$ cat src/rtl/ram_arbiter_2p.sv
// ram_arbiter_2p
// Two-port arbiter in front of a single-port RAM that has a registered read.
// After reset the block clears every RAM word to zero, one word per cycle
// (INIT). It then enters RUN and grants at most one request per cycle.
// Contested cycles alternate between the ports.
//
// Ports
//   clk, rst                 clock; asynchronous active-high reset
//   req0/1, we0/1            request and write-enable for each port
//   addr0/1, wdata0/1        address and write data for each port
//   gnt0/1                   combinational grant for this cycle
//   rvalid0/1, rdata         read response, one cycle after the read grant
//   init_done                high once the clear has finished (RUN state)
//   ram_we/addr/data         command bus to the RAM
//   ram_out                  registered read data from the RAM
module ram_arbiter_2p #(
  parameter int ADDR_WIDTH = 8,
  parameter int DATA_WIDTH = 8
) (
  input  logic                  clk,
  input  logic                  rst,
  input  logic                  req0,
  input  logic                  req1,
  input  logic                  we0,
  input  logic                  we1,
  input  logic [ADDR_WIDTH-1:0] addr0,
  input  logic [ADDR_WIDTH-1:0] addr1,
  input  logic [DATA_WIDTH-1:0] wdata0,
  input  logic [DATA_WIDTH-1:0] wdata1,
  output logic                  gnt0,
  output logic                  gnt1,
  output logic                  rvalid0,
  output logic                  rvalid1,
  output logic [DATA_WIDTH-1:0] rdata,
  output logic                  init_done,
  output logic                  ram_we,
  output logic [ADDR_WIDTH-1:0] ram_addr,
  output logic [DATA_WIDTH-1:0] ram_data,
  input  logic [DATA_WIDTH-1:0] ram_out
);

  typedef enum logic {ST_INIT, ST_RUN} state_t;

  state_t                  state_q, state_d;
  logic [ADDR_WIDTH-1:0]   clr_cnt_q, clr_cnt_d;
  logic                    last_gnt_q, last_gnt_d;
  logic                    rvalid0_q, rvalid0_d;
  logic                    rvalid1_q, rvalid1_d;
  logic                    ram_we_c;

  localparam logic [ADDR_WIDTH-1:0] CNT_ONE = {{(ADDR_WIDTH-1){1'b0}}, 1'b1};

  always_ff @(posedge clk or posedge rst) begin
    if (rst) begin
      state_q    <= ST_INIT;
      clr_cnt_q  <= '0;
      last_gnt_q <= 1'b1;  // port 0 wins the first tie
      rvalid0_q  <= 1'b0;
      rvalid1_q  <= 1'b0;
    end else begin
      state_q    <= state_d;
      clr_cnt_q  <= clr_cnt_d;
      last_gnt_q <= last_gnt_d;
      rvalid0_q  <= rvalid0_d;
      rvalid1_q  <= rvalid1_d;
    end
  end

  always_comb begin
    state_d    = state_q;
    clr_cnt_d  = clr_cnt_q;
    last_gnt_d = last_gnt_q;
    rvalid0_d  = 1'b0;
    rvalid1_d  = 1'b0;
    gnt0       = 1'b0;
    gnt1       = 1'b0;
    ram_we_c   = 1'b0;
    ram_addr   = '0;
    ram_data   = '0;
    case (state_q)
      ST_INIT: begin
        ram_we_c  = 1'b1;
        ram_addr  = clr_cnt_q;
        clr_cnt_d = clr_cnt_q + CNT_ONE;  // wraps to 0 on the last word
        if (&clr_cnt_q) state_d = ST_RUN;
      end
      default: begin
        // Under contention the port that did not win last time is granted.
        if (req0 && (!req1 || last_gnt_q)) begin
          gnt0       = 1'b1;
          last_gnt_d = 1'b0;
          ram_we_c   = we0;
          ram_addr   = addr0;
          ram_data   = wdata0;
          rvalid0_d  = ~we0;
        end else if (req1) begin
          gnt1       = 1'b1;
          last_gnt_d = 1'b1;
          ram_we_c   = we1;
          ram_addr   = addr1;
          ram_data   = wdata1;
          rvalid1_d  = ~we1;
        end
      end
    endcase
  end

  // The state is already INIT while rst is high, but INIT drives ram_we=1.
  // Masking it here keeps any write from reaching the RAM during reset.
  assign ram_we    = ram_we_c & ~rst;
  assign rvalid0   = rvalid0_q;
  assign rvalid1   = rvalid1_q;
  assign rdata     = ram_out;
  assign init_done = (state_q == ST_RUN);

endmodule

$ cat config.mk
export PLATFORM = sky130hd
export DESIGN_NAME = ram_arbiter_2p
export DESIGN_NICKNAME = d
export VERILOG_FILES = /design/src/rtl/ram_arbiter_2p.sv
export SDC_FILE = /design/constraint.sdc
export NUM_CORES = 1
export LEC_CHECK = 0
export ABC_CLOCK_PERIOD_IN_PS = 1450
export CAP_MARGIN = 20
export CORE_UTILIZATION = 28
export CTS_CLUSTER_SIZE = 8
export DETAILED_ROUTE_END_ITERATION = 6
export GPL_ROUTABILITY_DRIVEN = 0
export PLACE_DENSITY_LB_ADDON = 0.08
export SYNTH_ARGS = -nofsm -noshare
export SYNTH_HDL_FRONTEND = slang
export SYNTH_SLANG_ARGS = --single-unit
$ cat constraint.sdc
create_clock -name clk -period 1.45 [get_ports clk]
set_input_delay 0.29 -clock clk [delete_from_list [all_inputs] [get_ports clk]]
set_output_delay 0.29 -clock clk [all_outputs]
set_load 0.1 [all_outputs]
==> flow_summary.json <==
{
  "antenna_found_initial": 0,
  "crit_family": "flip-flops",
  "synth_top_cell_by_area": "dfrtp_1",
  "ys_top_cells_by_area": "dfrtp_1 (33%), a221o_1 (9.5%), a22o_1 (8.3%)",
  "cts_tree": "done",
  "crit_end": "ram_addr[2]",
  "initial_core_util": 0.300,
  "layout_min_cycle_time_ns": 1.98,
  "cpPeakStageDelay_ns": 0.56,
  "setup.worst_path.start": "last_gnt_q",
  "rrSetupSlack_ns": -0.02,
  "cellPowerDensity_nw_per_um2": 334,
  "synth_edf_count": 0,
  "finalCritPeriodShare": 1.37,
  "clock-sinks": 12,
  "ys_ff_latch": 12,
  "power.total_uw": 704,
  "ys_seq_area_frac": 0.358,
  "io_pins": 76,
  "finalHoldViolations": 0,
  "slew_violations": 0,
  "fin_ws_ns": -0.531,
  "detail-route-antenna-nets": 0,
  "layout-drive-gt1-share": 0.503,
  "synthDistinctLibCells": 25,
  "clk_pin_slew_ns": 0.08,
  "clock.fmax_mhz": 505,
  "status": "finished, violations left",
  "drt_iter0_drc": 43,
  "max_slew_margin": 0.699,
  "ys.flop_type": "dfrtp_1",
  "ys_async_sr_fraction": 1.00,
  "hold_path.class": "primary input to async pin",
  "die_area_um2": 3230,
  "synth.avg_cell_area_um2": 10.5,
  "grt_max_degree": 13,
  "grt_usage": 0.200,
  "critical_path_class": "flip-flop to primary output",
  "die_x_um": 56.8,
  "synth_common_cells": "dfrtp_1 (11), a221o_1 (8), a22o_1 (8), buf_4 (8), nor2b_1 (7)",
  "rsz0062_at_grt": "true",
  "cts_root_buf": "clkbuf_4",
  "grt_overflow_total": 0,
  "diodes": 0,
  "tightest_slew_ns": 0.450,
  "drc_errors": 16,
  "p_leak_uw": 0.000952,
  "crit_chain": "nand2_2 > and3_4 > a221o_4 > buf_12",
  "wl_um": 3260,
  "synth_top_area_share": 0.327,
  "grt_first_pass_wirelength_um": 4860,
  "ys_warn_count": 0,
  "htree_levels": 1,
  "cp_max_fo": 6,
  "place_ws_ns": -0.565,
  "dr.pass1.iters": 6,
  "r2r_end": "clr_cnt_q[5]",
  "setup_viol": 21,
  "worstSetupEndpointType": "primary output",
  "port_buffers": 59,
  "first_global_vias": 971,
  "core.rowCount": 19,
  "crit_buf_inv": 1,
  "r2r_cells": 5,
  "mappedNetlistArea_um2": 842,
  "clk_latency_ns": 0.27,
  "violations": "DRC, setup timing",
  "worst_r2r_startpoint": "init_done",
  "vias_per_cell": 4.94,
  "wl_per_cell_um": 17.0,
  "yosys.cell_count.top_type": "dfrtp_1",
  "clockBufferDepth": 2,
  "peakVddDrop_mv": 0.380,
  "cpMaxStageDelayCell": "dfstp_2",
  "syn2layout_area_growth_pct": 150,
  "n_fill_cell": 185,
  "place_hpwl_um": 2250,
  "fin_util": 0.752,
  "core_um2": 2810,
  "path_depth": 4,
  "synthCells": 80,
  "die_height_um": 56.8,
  "syn_nets": 127,
  "worstPathRequired_ns": 1.16,
  "holdBufCountCts": 0,
  "skew_ns": 0.0112,
  "num_vias": 949,
  "start_kind": "flip-flop",
  "worstPathArrival_ns": 1.69,
  "cts-buffers-inserted": 3,
  "final_nets": 209,
  "maxCapViolations": 0
}
## cell usage in the layout (no fill, tap or decap), drive strengths merged, types with 4 or more instances in the layout
cell type / instances
and2b: 4
and3: 5
a221o: 8
nor2b: 7
xnor2: 5
clkbuf: 4
a22o: 8
clkdlybuf4s50: 35
nand3: 4
buf: 51
dfrtp: 11
## report_power, final
group	total [uW]	internal (uW)	switching, uW
clock	214	106	108
sequential	335	335	0
combinational	155	101	54.2
total	704	542	162
## worst min-delay path by stage
stage              endpoint         start  slack, ns  cells past startpoint
4_1_cts           init_done           rst       0.44                      2
3_3_place_gp     last_gnt_q    last_gnt_q       0.47                      2
2_1_floorplan  clr_cnt_q[0]           rst       0.15                      1
3_5_place_dp   clr_cnt_q[6]  clr_cnt_q[6]       0.49                      1
5_1_grt        clr_cnt_q[4]           rst       0.45                      2
6_report          init_done           rst       0.41                      2
## layout make-up
cell class | instances | area (um^2) | area share
inverter | 2 | 7.51 | 0.00356
sequential | 12 | 305 | 0.145
multi-input combinational | 55 | 638 | 0.303
timing repair buffer | 88 | 1090 | 0.518
clock buffer | 4 | 26.3 | 0.0125
tap | 31 | 38.8 | 0.0184
## kinds of logic after synthesis
group	after synthesis	share of synthesized area
flip-flops	12	0.358
XOR/XNOR	7	0.0728
AO/OA/AOI/OAI	19	0.207
AND/OR/NAND/NOR	25	0.195
multiplexers	1	0.0134
adder cells (fa/ha/maj)	1	0.0149
buffers and inverters	15	0.140
## stage by stage
| stage | hold WS (ns) | instances | area, um^2 | TNS [ns] |
|---|---|---|---|---|
| CTS | 0.440 | 186 | 2040 | -9.31 |
| detailed placement | 0.486 | 176 | 1910 | -10.20 |
| global placement | 0.469 | 176 | 1910 | -9.65 |
| global route | 0.446 | 192 | 2110 | -10.73 |
| floorplan | 0.154 | 80 | 1060 | -6.20 |
| finish | 0.412 | 192 | 2110 | -9.34 |
## registers in the layout, indices dropped and copies added, names as in the netlist
register / count
clr_cnt_q: 8
init_done: 1
last_gnt_q: 1
rvalid0: 1
rvalid1: 1
## layer usage
layer | GRT usage | share of wire
met2 | 0.335 | 0.50
met1 | 0.252 | 0.43
met4 | 0.0941 | 0.014
met5 | 0 | 0
met3 | 0.0300 | 0.062
## repair_timing
item,in CTS,in global routing
endpoints found under the setup margin,21,23
resized for setup,16,3
setup buffers,4,7
hold endpoints to repair,0,0
gates cloned,2,0
pin swaps,6,1
## worst reg2reg max path, stage by stage (launching register included)
cell and delay (ns):
dfrtp_4 0.52, buf_6 0.15, buf_6 0.11, nand4b_1 0.21, nor2_1 0.18, xor2_1 0.21
(Power assumes the default switching activity.)
